===== config.mk =====
export PLATFORM = sky130hd
export DESIGN_NAME = memory_access_stage_flat
export DESIGN_NICKNAME = d
export VERILOG_FILES = /design/src/rtl/memory_access_stage_if.sv /design/src/rtl/memory_access_stage.sv /design/src/flat_wrapper.sv
export SDC_FILE = /design/constraint.sdc
export NUM_CORES = 1
export LEC_CHECK = 0
export CORE_UTILIZATION = 42
export DETAILED_ROUTE_END_ITERATION = 6
export PLACE_DENSITY = 0.78
export SLEW_MARGIN = 30
export SYNTH_ARGS = -nofsm -noshare
export SYNTH_HDL_FRONTEND = slang
export SYNTH_SLANG_ARGS = --single-unit

===== constraint.sdc =====
create_clock -name clk -period 5.33 [get_ports clk]
set_input_delay 1.066 -clock clk [delete_from_list [all_inputs] [get_ports clk]]
set_output_delay 1.066 -clock clk [all_outputs]
set_load 0.03 [all_outputs]

===== src/rtl/memory_access_stage_if.sv =====
// Bundle of execute-side, data-memory and writeback signals for the memory access stage.
//   slave  : the stage itself (consumes ex_* and dmem_ack/rdata, drives everything else)
//   master : surrounding pipeline and data memory (the opposite directions)
interface memory_access_stage_if #(
  parameter int unsigned XLEN = 32
);
  // Execute-stage side
  logic              ex_valid;
  logic              ex_ready;
  logic [XLEN-1:0]   ex_alu_result;
  logic [XLEN-1:0]   ex_store_data;
  logic [4:0]        ex_rd_addr;
  logic              ex_reg_write;
  logic              ex_mem_read;
  logic              ex_mem_write;
  logic [2:0]        ex_funct3;
  // Data-memory side
  logic              dmem_req;
  logic              dmem_we;
  logic [XLEN-1:0]   dmem_addr;
  logic [XLEN-1:0]   dmem_wdata;
  logic [XLEN/8-1:0] dmem_be;
  logic              dmem_ack;
  logic [XLEN-1:0]   dmem_rdata;
  // Writeback side
  logic              wb_valid;
  logic [XLEN-1:0]   wb_LMD;
  logic [XLEN-1:0]   wb_address;
  logic              wb_mem_to_reg;
  logic [4:0]        wb_rd_addr;
  logic              wb_write_en;
  logic              misalign_err;

  modport slave (
    input  ex_valid, ex_alu_result, ex_store_data, ex_rd_addr, ex_reg_write,
           ex_mem_read, ex_mem_write, ex_funct3, dmem_ack, dmem_rdata,
    output ex_ready, dmem_req, dmem_we, dmem_addr, dmem_wdata, dmem_be,
           wb_valid, wb_LMD, wb_address, wb_mem_to_reg, wb_rd_addr, wb_write_en,
           misalign_err
  );

  modport master (
    output ex_valid, ex_alu_result, ex_store_data, ex_rd_addr, ex_reg_write,
           ex_mem_read, ex_mem_write, ex_funct3, dmem_ack, dmem_rdata,
    input  ex_ready, dmem_req, dmem_we, dmem_addr, dmem_wdata, dmem_be,
           wb_valid, wb_LMD, wb_address, wb_mem_to_reg, wb_rd_addr, wb_write_en,
           misalign_err
  );
endinterface


===== src/rtl/memory_access_stage.sv =====
// Memory access pipeline stage. Non-memory instructions pass to writeback with one cycle of
// latency; aligned loads/stores issue one data-memory request and complete on dmem_ack;
// misaligned accesses are dropped with a one-cycle misalign_err pulse.
// Ports:
//   clk  : rising-edge clock
//   rst  : asynchronous active-high reset
//   bus  : memory_access_stage_if.slave (execute inputs, dmem request/response, writeback outputs)
module memory_access_stage #(
  parameter int unsigned XLEN = 32
) (
  input logic                   clk,
  input logic                   rst,
  memory_access_stage_if.slave  bus
);
  localparam int unsigned NB = XLEN / 8;

  localparam logic [0:0] IDLE = 1'b0;
  localparam logic [0:0] WAIT = 1'b1;

  logic [0:0]      state_q, state_d;
  logic            dmem_req_q, dmem_req_d;
  logic            dmem_we_q, dmem_we_d;
  logic [XLEN-1:0] dmem_addr_q, dmem_addr_d;
  logic [XLEN-1:0] dmem_wdata_q, dmem_wdata_d;
  logic [NB-1:0]   dmem_be_q, dmem_be_d;
  logic            wb_valid_q, wb_valid_d;
  logic [XLEN-1:0] wb_lmd_q, wb_lmd_d;
  logic [XLEN-1:0] wb_address_q, wb_address_d;
  logic            wb_mem_to_reg_q, wb_mem_to_reg_d;
  logic [4:0]      wb_rd_addr_q, wb_rd_addr_d;
  logic            wb_write_en_q, wb_write_en_d;
  logic            misalign_err_q, misalign_err_d;
  // Fields of the in-flight memory instruction, needed once the ack arrives
  logic [XLEN-1:0] pend_addr_q, pend_addr_d;
  logic [2:0]      pend_funct3_q, pend_funct3_d;
  logic [4:0]      pend_rd_q, pend_rd_d;
  logic            pend_wen_q, pend_wen_d;
  logic            pend_load_q, pend_load_d;

  logic            is_load, is_store, is_mem, misaligned;
  logic [1:0]      ex_off;
  logic [NB-1:0]   acc_be;
  logic [XLEN-1:0] acc_wdata;
  logic [XLEN-1:0] rdata_shift;
  logic [XLEN-1:0] load_ext;

  // Read+write together is treated as a load, so the store qualifier excludes it
  assign is_load  = bus.ex_mem_read;
  assign is_store = bus.ex_mem_write & ~bus.ex_mem_read;
  assign is_mem   = is_load | is_store;
  assign ex_off   = bus.ex_alu_result[1:0];

  // Size decode: funct3[1:0] = 00 byte, 01 half, otherwise word
  always_comb begin
    misaligned = 1'b0;
    acc_be     = '1;
    acc_wdata  = bus.ex_store_data;
    case (bus.ex_funct3[1:0])
      2'b00: begin
        acc_be    = NB'(1) << ex_off;
        acc_wdata = {NB{bus.ex_store_data[7:0]}};
      end
      2'b01: begin
        misaligned = ex_off[0];
        acc_be     = NB'(3) << ex_off;
        acc_wdata  = {(NB/2){bus.ex_store_data[15:0]}};
      end
      default: misaligned = (ex_off != 2'b00);
    endcase
  end

  assign rdata_shift = bus.dmem_rdata >> {pend_addr_q[1:0], 3'b000};

  always_comb begin
    case (pend_funct3_q)
      3'b000:  load_ext = {{(XLEN-8){rdata_shift[7]}}, rdata_shift[7:0]};
      3'b001:  load_ext = {{(XLEN-16){rdata_shift[15]}}, rdata_shift[15:0]};
      3'b100:  load_ext = {{(XLEN-8){1'b0}}, rdata_shift[7:0]};
      3'b101:  load_ext = {{(XLEN-16){1'b0}}, rdata_shift[15:0]};
      default: load_ext = bus.dmem_rdata;
    endcase
  end

  always_comb begin
    state_d         = state_q;
    dmem_req_d      = dmem_req_q;
    dmem_we_d       = dmem_we_q;
    dmem_addr_d     = dmem_addr_q;
    dmem_wdata_d    = dmem_wdata_q;
    dmem_be_d       = dmem_be_q;
    wb_valid_d      = 1'b0;
    wb_lmd_d        = wb_lmd_q;
    wb_address_d    = wb_address_q;
    wb_mem_to_reg_d = wb_mem_to_reg_q;
    wb_rd_addr_d    = wb_rd_addr_q;
    wb_write_en_d   = wb_write_en_q;
    misalign_err_d  = 1'b0;
    pend_addr_d     = pend_addr_q;
    pend_funct3_d   = pend_funct3_q;
    pend_rd_d       = pend_rd_q;
    pend_wen_d      = pend_wen_q;
    pend_load_d     = pend_load_q;

    case (state_q)
      IDLE: begin
        if (bus.ex_valid) begin
          if (is_mem && !misaligned) begin
            dmem_req_d    = 1'b1;
            dmem_we_d     = is_store;
            dmem_addr_d   = {bus.ex_alu_result[XLEN-1:2], 2'b00};
            dmem_wdata_d  = acc_wdata;
            dmem_be_d     = acc_be;
            pend_addr_d   = bus.ex_alu_result;
            pend_funct3_d = bus.ex_funct3;
            pend_rd_d     = bus.ex_rd_addr;
            pend_wen_d    = bus.ex_reg_write && (bus.ex_rd_addr != 5'd0) && !is_store;
            pend_load_d   = is_load;
            state_d       = WAIT;
          end else begin
            // Non-memory op, or a misaligned access retired without touching memory
            wb_valid_d      = 1'b1;
            wb_address_d    = bus.ex_alu_result;
            wb_mem_to_reg_d = is_load;
            wb_rd_addr_d    = bus.ex_rd_addr;
            wb_write_en_d   = bus.ex_reg_write && (bus.ex_rd_addr != 5'd0) && !is_mem;
            misalign_err_d  = is_mem;
          end
        end
      end
      default: begin
        if (bus.dmem_ack) begin
          dmem_req_d      = 1'b0;
          wb_valid_d      = 1'b1;
          wb_address_d    = pend_addr_q;
          wb_mem_to_reg_d = pend_load_q;
          wb_rd_addr_d    = pend_rd_q;
          wb_write_en_d   = pend_wen_q;
          if (pend_load_q) wb_lmd_d = load_ext;
          state_d         = IDLE;
        end
      end
    endcase
  end

  always_ff @(posedge clk or posedge rst) begin
    if (rst) begin
      state_q         <= IDLE;
      dmem_req_q      <= 1'b0;
      dmem_we_q       <= 1'b0;
      dmem_addr_q     <= '0;
      dmem_wdata_q    <= '0;
      dmem_be_q       <= '0;
      wb_valid_q      <= 1'b0;
      wb_lmd_q        <= '0;
      wb_address_q    <= '0;
      wb_mem_to_reg_q <= 1'b0;
      wb_rd_addr_q    <= 5'd0;
      wb_write_en_q   <= 1'b0;
      misalign_err_q  <= 1'b0;
      pend_addr_q     <= '0;
      pend_funct3_q   <= 3'd0;
      pend_rd_q       <= 5'd0;
      pend_wen_q      <= 1'b0;
      pend_load_q     <= 1'b0;
    end else begin
      state_q         <= state_d;
      dmem_req_q      <= dmem_req_d;
      dmem_we_q       <= dmem_we_d;
      dmem_addr_q     <= dmem_addr_d;
      dmem_wdata_q    <= dmem_wdata_d;
      dmem_be_q       <= dmem_be_d;
      wb_valid_q      <= wb_valid_d;
      wb_lmd_q        <= wb_lmd_d;
      wb_address_q    <= wb_address_d;
      wb_mem_to_reg_q <= wb_mem_to_reg_d;
      wb_rd_addr_q    <= wb_rd_addr_d;
      wb_write_en_q   <= wb_write_en_d;
      misalign_err_q  <= misalign_err_d;
      pend_addr_q     <= pend_addr_d;
      pend_funct3_q   <= pend_funct3_d;
      pend_rd_q       <= pend_rd_d;
      pend_wen_q      <= pend_wen_d;
      pend_load_q     <= pend_load_d;
    end
  end

  assign bus.ex_ready      = (state_q == IDLE);
  assign bus.dmem_req      = dmem_req_q;
  assign bus.dmem_we       = dmem_we_q;
  assign bus.dmem_addr     = dmem_addr_q;
  assign bus.dmem_wdata    = dmem_wdata_q;
  assign bus.dmem_be       = dmem_be_q;
  assign bus.wb_valid      = wb_valid_q;
  assign bus.wb_LMD        = wb_lmd_q;
  assign bus.wb_address    = wb_address_q;
  assign bus.wb_mem_to_reg = wb_mem_to_reg_q;
  assign bus.wb_rd_addr    = wb_rd_addr_q;
  assign bus.wb_write_en   = wb_write_en_q;
  assign bus.misalign_err  = misalign_err_q;
endmodule

===== src/flat_wrapper.sv =====
// flat-port wrapper written by rule: the top's interface ports become plain ports
module memory_access_stage_flat 
#(
  parameter int unsigned XLEN = 32
)
  (clk, rst, bus_ex_valid, bus_ex_alu_result, bus_ex_store_data, bus_ex_rd_addr, bus_ex_reg_write, bus_ex_mem_read, bus_ex_mem_write, bus_ex_funct3, bus_dmem_ack, bus_dmem_rdata, bus_ex_ready, bus_dmem_req, bus_dmem_we, bus_dmem_addr, bus_dmem_wdata, bus_dmem_be, bus_wb_valid, bus_wb_LMD, bus_wb_address, bus_wb_mem_to_reg, bus_wb_rd_addr, bus_wb_write_en, bus_misalign_err);
  memory_access_stage_if #(.XLEN(XLEN)) bus_i ();
  input logic clk;
  input logic rst;
  input wire logic [$bits(bus_i.ex_valid)-1:0] bus_ex_valid;
  input wire logic [$bits(bus_i.ex_alu_result)-1:0] bus_ex_alu_result;
  input wire logic [$bits(bus_i.ex_store_data)-1:0] bus_ex_store_data;
  input wire logic [$bits(bus_i.ex_rd_addr)-1:0] bus_ex_rd_addr;
  input wire logic [$bits(bus_i.ex_reg_write)-1:0] bus_ex_reg_write;
  input wire logic [$bits(bus_i.ex_mem_read)-1:0] bus_ex_mem_read;
  input wire logic [$bits(bus_i.ex_mem_write)-1:0] bus_ex_mem_write;
  input wire logic [$bits(bus_i.ex_funct3)-1:0] bus_ex_funct3;
  input wire logic [$bits(bus_i.dmem_ack)-1:0] bus_dmem_ack;
  input wire logic [$bits(bus_i.dmem_rdata)-1:0] bus_dmem_rdata;
  output wire logic [$bits(bus_i.ex_ready)-1:0] bus_ex_ready;
  output wire logic [$bits(bus_i.dmem_req)-1:0] bus_dmem_req;
  output wire logic [$bits(bus_i.dmem_we)-1:0] bus_dmem_we;
  output wire logic [$bits(bus_i.dmem_addr)-1:0] bus_dmem_addr;
  output wire logic [$bits(bus_i.dmem_wdata)-1:0] bus_dmem_wdata;
  output wire logic [$bits(bus_i.dmem_be)-1:0] bus_dmem_be;
  output wire logic [$bits(bus_i.wb_valid)-1:0] bus_wb_valid;
  output wire logic [$bits(bus_i.wb_LMD)-1:0] bus_wb_LMD;
  output wire logic [$bits(bus_i.wb_address)-1:0] bus_wb_address;
  output wire logic [$bits(bus_i.wb_mem_to_reg)-1:0] bus_wb_mem_to_reg;
  output wire logic [$bits(bus_i.wb_rd_addr)-1:0] bus_wb_rd_addr;
  output wire logic [$bits(bus_i.wb_write_en)-1:0] bus_wb_write_en;
  output wire logic [$bits(bus_i.misalign_err)-1:0] bus_misalign_err;
  assign bus_i.ex_valid = bus_ex_valid;
  assign bus_i.ex_alu_result = bus_ex_alu_result;
  assign bus_i.ex_store_data = bus_ex_store_data;
  assign bus_i.ex_rd_addr = bus_ex_rd_addr;
  assign bus_i.ex_reg_write = bus_ex_reg_write;
  assign bus_i.ex_mem_read = bus_ex_mem_read;
  assign bus_i.ex_mem_write = bus_ex_mem_write;
  assign bus_i.ex_funct3 = bus_ex_funct3;
  assign bus_i.dmem_ack = bus_dmem_ack;
  assign bus_i.dmem_rdata = bus_dmem_rdata;
  assign bus_ex_ready = bus_i.ex_ready;
  assign bus_dmem_req = bus_i.dmem_req;
  assign bus_dmem_we = bus_i.dmem_we;
  assign bus_dmem_addr = bus_i.dmem_addr;
  assign bus_dmem_wdata = bus_i.dmem_wdata;
  assign bus_dmem_be = bus_i.dmem_be;
  assign bus_wb_valid = bus_i.wb_valid;
  assign bus_wb_LMD = bus_i.wb_LMD;
  assign bus_wb_address = bus_i.wb_address;
  assign bus_wb_mem_to_reg = bus_i.wb_mem_to_reg;
  assign bus_wb_rd_addr = bus_i.wb_rd_addr;
  assign bus_wb_write_en = bus_i.wb_write_en;
  assign bus_misalign_err = bus_i.misalign_err;
  memory_access_stage #(.XLEN(XLEN)) u_core (.clk(clk), .rst(rst), .bus(bus_i));
endmodule

### After elaboration in Yosys (flattened, before gate mapping)

Cells that the tools add are included.
Widths: inputs -> output; s select.

| cells by class | value |
|---|---|
| muxes and demuxes | 35 |
| reduce and logical (&&, ||, !) cells | 17 |
| eq/ne operators | 6 |
| bitwise gates (word level) | 4 |
| shift-type cells | 3 |

Operators by type and width:

| operator | count |
|---|---|
| $mux 32 | 4 |
| $pmux 32 s4 | 1 |
| $pmux 32 s2 | 1 |
| $shr 32x5->16 | 1 |
| $mux 1 | 23 |
| $mux 5 | 4 |
| $reduce_and 3->1 | 4 |
| $pmux 4 s2 | 1 |
| $eq 3x3->1 const B | 2 |
| $reduce_bool 2->1 | 3 |
| $reduce_bool 5->1 | 1 |
| $logic_and 1x1->1 | 4 |
| $shl 1x2->4 const A | 1 |
| $shl 2x2->4 const A | 1 |
| $eq 3x1->1 const B | 1 |
| $logic_not 1->1 | 3 |
| $logic_not 3->1 | 1 |
| $eq 2x1->1 const B | 1 |
| $logic_not 2->1 | 1 |
| $ne 2x1->1 const B | 1 |
| $ne 2x2->1 const B | 1 |
| $not 1->1 | 2 |
| $pmux 1 s2 | 1 |
| $and 1x1->1 | 1 |
| $or 1x1->1 | 1 |

| word-level totals | value |
|---|---|
| bits in registers | 184 |
| input port bits | 111 |
| output and inout port bits | 144 |

### Longest topological paths before layout

| depth | value |
|---|---|
| word-level depth | 8 |
| gate-level depth with buffers | 7 |
| mapped depth without buffers | 4 |

### Worst setup path after synthesis

No wires, ideal clock.

| timing | value |
|---|---|
| path type | input to register |
| from | input bus_ex_mem_write |
| to | register u_core.dmem_addr_q[31] (netlist: u_core.bus.dmem_addr[31]) |
| path slack | 3.075 ns |
| cell stages on the path | 5 |
| data arrival time | 2.130 ns |
| path buffers | 2 |
| setup time | 0.125 ns |
| cells stage by stage | or2_2 -> nand4_1 -> buf_4 -> buf_8 -> mux2_4 |

| between the ends | value |
|---|---|
| longest elaborated chain between the ends | 4 |

Ends and longest elaborated chain:

| what | line | RTL |
|---|---|---|
| start, declared | flat_wrapper.sv:16 | `input wire logic [$bits(bus_i.ex_mem_write)-1:0] bus_ex_mem_write;` |
| $and 1x1->1 | memory_access_stage.sv:49 | `assign is_store = bus.ex_mem_write & ~bus.ex_mem_read;` |
| $or 1x1->1 | memory_access_stage.sv:50 | `assign is_mem = is_load \| is_store;` |
| $logic_and 1x1->1 | memory_access_stage.sv:107 | `if (is_mem && !misaligned) begin` |
| $reduce_and 3->1 (no source line) | n/a |  |
| end signal, assigned | memory_access_stage.sv:169 | `dmem_addr_q <= dmem_addr_d;` |
| end, declared | memory_access_stage.sv:23 | `logic [XLEN-1:0] dmem_addr_q, dmem_addr_d;` |

No other way between the ends.
A chain may end at the register's enable or synchronous reset.

### Worst setup path in the final report

| timing | value |
|---|---|
| from | register u_core.state_q |
| to | output bus_ex_ready |

| between the ends | value |
|---|---|
| longest elaborated chain between the ends | 1 |

Ends and longest elaborated chain:

| what | line | RTL |
|---|---|---|
| start, declared | memory_access_stage.sv:20 | `logic [0:0] state_q, state_d;` |
| start signal, assigned | memory_access_stage.sv:166 | `state_q <= state_d;` |
| $not 1->1 (no source line) | n/a |  |
| end, declared | flat_wrapper.sv:20 | `output wire logic [$bits(bus_i.ex_ready)-1:0] bus_ex_ready;` |

No other way between the ends.

==> summary.txt <==
Place
  • Area post-placement: 9897 um2
  • HPWL Detailed: 14260 um
  • GPL Wtd Cong: 0.9065
  • I/O Buffers: 252

Route
  • Iteration-0 DRC count of the detailed router: 338
  • Routed length per instance: 17.88 um
  • Routed via count: 5894
  • First-pass DRT Iterations: 5
  • Routed wire length: 20120 um
  • Final ANT Viol Nets: 0
  • Via-per-instance ratio: 5.239
  • DRC: 0

Worst setup path
  • Crit path required time: 4.26 ns
  • Worst-path fanout max: 28
  • Element type at the critical path end: output pin
  • Crit start category: flop
  • Worst r2r src: u_core.state_q$_DFF_PP0_
  • Arrival time at the worst endpoint: 2.42 ns
  • Crit Path Class: flop to output pin
  • CP startpoint: u_core.state_q$_DFF_PP0_

Synthesis
  • Dominant cells by area after synthesis: dfrtp_1, mux2i_1, mux2_4
  • Mapped cell area: 7511 um2
  • Yosys warns: 0
  • Post-synthesis cell count: 687
  • Mean post-synth cell area: 10.93 um2
  • Top-area cell type share of the netlist area: 0.5131
  • Synth Register Bits: 154
  • Post-synth top area cell: dfrtp_1
  • Yosys cell types: 45
  • Register area share after synthesis: 0.5131

Cells and area
  • Commonest non-fill, non-tap cell in the layout: clkdlybuf4s50_1
  • Sequential cell area: 3855 um2
  • Multi-input gate area: 3113 um2
  • Area grow syn2layout: 39.56%
  • Filler cells: 1439
  • Final instance area: 10480 um2
  • Most frequent cells in the layout: clkdlybuf4s50_1, dfrtp_1, mux2i_1, nor2_1
  • Layout Utilization: 0.6040
  • Share of layout cells above drive strength 1: 0.1100
  • Nets: 999
  • # diodes: 0

Power and ir drop
  • Leak: 4.545 nW
  • Total Power: 5.344 mW
  • PwrDens: 509.8 nW/um2
  • Worst ir drop on vdd: 0.2986 mV

Clock tree
  • Root buffer cell: clkbuf_16
  • Worst skew pair latency: 0.41 ns
  • Post-cts resize count: 0
  • Clk slew on worst S/H paths: 0.06 ns
  • Clock buffer count from CTS: 17
  • TritonCTS clock tree: done
  • Clk sinks: 154
  • Hold bufs inserted after CTS: 0
  • H-tree depth: 4
  • Setup Fix Bufs, Post-CTS: 0
  • Longest Clk Path Bufs: 2

Hold path
  • Hold WC Path Type: flop to flop
  • Hold_sp: u_core.bus.wb_LMD[3]$_DFFE_PP0P_

STA
  • Final Hold Vio Count: 0
  • Count of final setup violators: 0
  • TNS Setup: 0 ns
  • Normalized max-slew margin: 0.3755
  • Min Tclk post-route: 3.491 ns
  • Slew @ Worst Pin: 0.9367 ns
  • F_max: 0.2865 GHz
  • Final Slew Violations: 0
  • Fin crit share: 0.6550
  • RSZ-0062 raised after global routing: false
  • Worst clock skew: 0.007831 ns

GRT
  • GR Overflow Total: 0
  • Initial antenna violation count: 0
  • First-pass GRT wire length: 31130 um
  • Most Used Layer, Global Route: met2
  • Vias in the first global route: 5753
  • M3 GR Usage: 0.06996
  • M2 GR Usage: 0.3594
  • Tot GR Track Use: 0.2217
  • Largest net degree at the start of global routing: 110
  • GR met1 Demand/Resource: 0.2749

Floorplanning
  • Die area: 18420 um2
  • Core Region: 17360 um2
  • Die Wd: 135.7 um
  • Die Ht: 135.7 um
  • Starting Density: 0.4327
  • Cell row count: 48
  • # IOs: 255

Run status
  • Status: finished clean

Flow run
  • MaxCap Viol Count: 0
## worst paths after layout
check                                                   endpoint  slack, ns  cells after the start
setup / recovery                                    bus_ex_ready       1.84                      3
hold / removal                  u_core.bus.wb_LMD[3]$_DFFE_PP0P_       0.48                      2
setup reg to reg            u_core.bus.wb_address[5]$_DFFE_PP0P_       2.38                      6
hold reg to reg                 u_core.bus.wb_LMD[3]$_DFFE_PP0P_       0.48                      2
max in group asynchronous  u_core.bus.dmem_wdata[21]$_DFFE_PP0P_       3.25                      3
min in group asynchronous      u_core.bus.wb_LMD[28]$_DFFE_PP0P_       1.19                      2
## routing by layer
metal	up-vias	routed length [um]	share of wire
li1	2776	-	-
met4	0	409	0.020
met3	35	1836	0.091
met1	2811	8276	0.41
met5	-	0	0
met2	272	9595	0.48
## critical path, stage by stage (launching register included)
cell	delay, ns
dfrtp_2	0.74
buf_4	0.53
inv_1	0.11
clkdlybuf4s50_1	0.63
## per-stage QoR
step / setup WS [ns] / std cells / hold WS (ns)
floorplan: 0.1142 / 688 / 0.4811
global placement: 1.885 / 1094 / 0.4601
detailed placement: 1.794 / 1094 / 0.4692
CTS: 1.798 / 1125 / 0.4851
global route: 1.723 / 1125 / 0.5085
finish: 1.839 / 1125 / 0.4795
## synthesized netlist by cell type (all sizes together)
| master | count |
|---|---|
| nand4 | 1 |
| nand3 | 3 |
| a211oi | 1 |
| clkbuf | 15 |
| inv | 6 |
| or2 | 2 |
| mux2i | 73 |
| dfrtp | 154 |
| nand2 | 64 |
| o211ai | 2 |
| a31oi | 2 |
| a32oi | 1 |
| conb | 1 |
| and3 | 1 |
| a22oi | 9 |
| nor3 | 1 |
| nand3b | 1 |
| or3 | 1 |
| mux2 | 47 |
| a21o | 1 |
| a2bb2oi | 8 |
| nor2b | 2 |
| nand2b | 4 |
| or4 | 1 |
| o22ai | 24 |
| and2 | 1 |
| xnor2 | 1 |
| a21oi | 65 |
| buf | 67 |
| nor4 | 1 |
| o311ai | 1 |
| o2bb2ai | 7 |
| nor2 | 68 |
| o21ai | 51 |
## logic make-up (layout without fill, tap and decap cells)
family | count (synthesis) | count (layout) | share of synthesized area
XOR/XNOR | 1 | 1 | 0.001166
buffers and inverters | 88 | 300 | 0.07446
AO/OA/AOI/OAI | 172 | 172 | 0.1383
AND/OR/NAND/NOR | 151 | 151 | 0.08179
flip-flops | 154 | 154 | 0.5131
other | 1 | 2 | 0.0004993
multiplexers | 120 | 120 | 0.1907
## where the power goes
| part | leakage, nW | switching [mW] | total [mW] | internal, mW |
|---|---|---|---|---|
| Clock | 0.271 | 0.492 | 1.20 | 0.703 |
| Combinational | 2.46 | 1.29 | 2.33 | 1.03 |
| Sequential | 1.81 | 0.276 | 1.82 | 1.55 |
| Total | 4.54 | 2.06 | 5.34 | 3.28 |
## layout make-up
type / count / area share
clock buffer: 18 / 0.04190
clock inverter: 13 / 0.01397
inverter: 6 / 0.002865
multi-input combinational: 446 / 0.2970
sequential: 154 / 0.3677
tap: 225 / 0.02686
timing repair buffer: 263 / 0.2497
No activity file was read; power rests on OpenSTA's default activity.
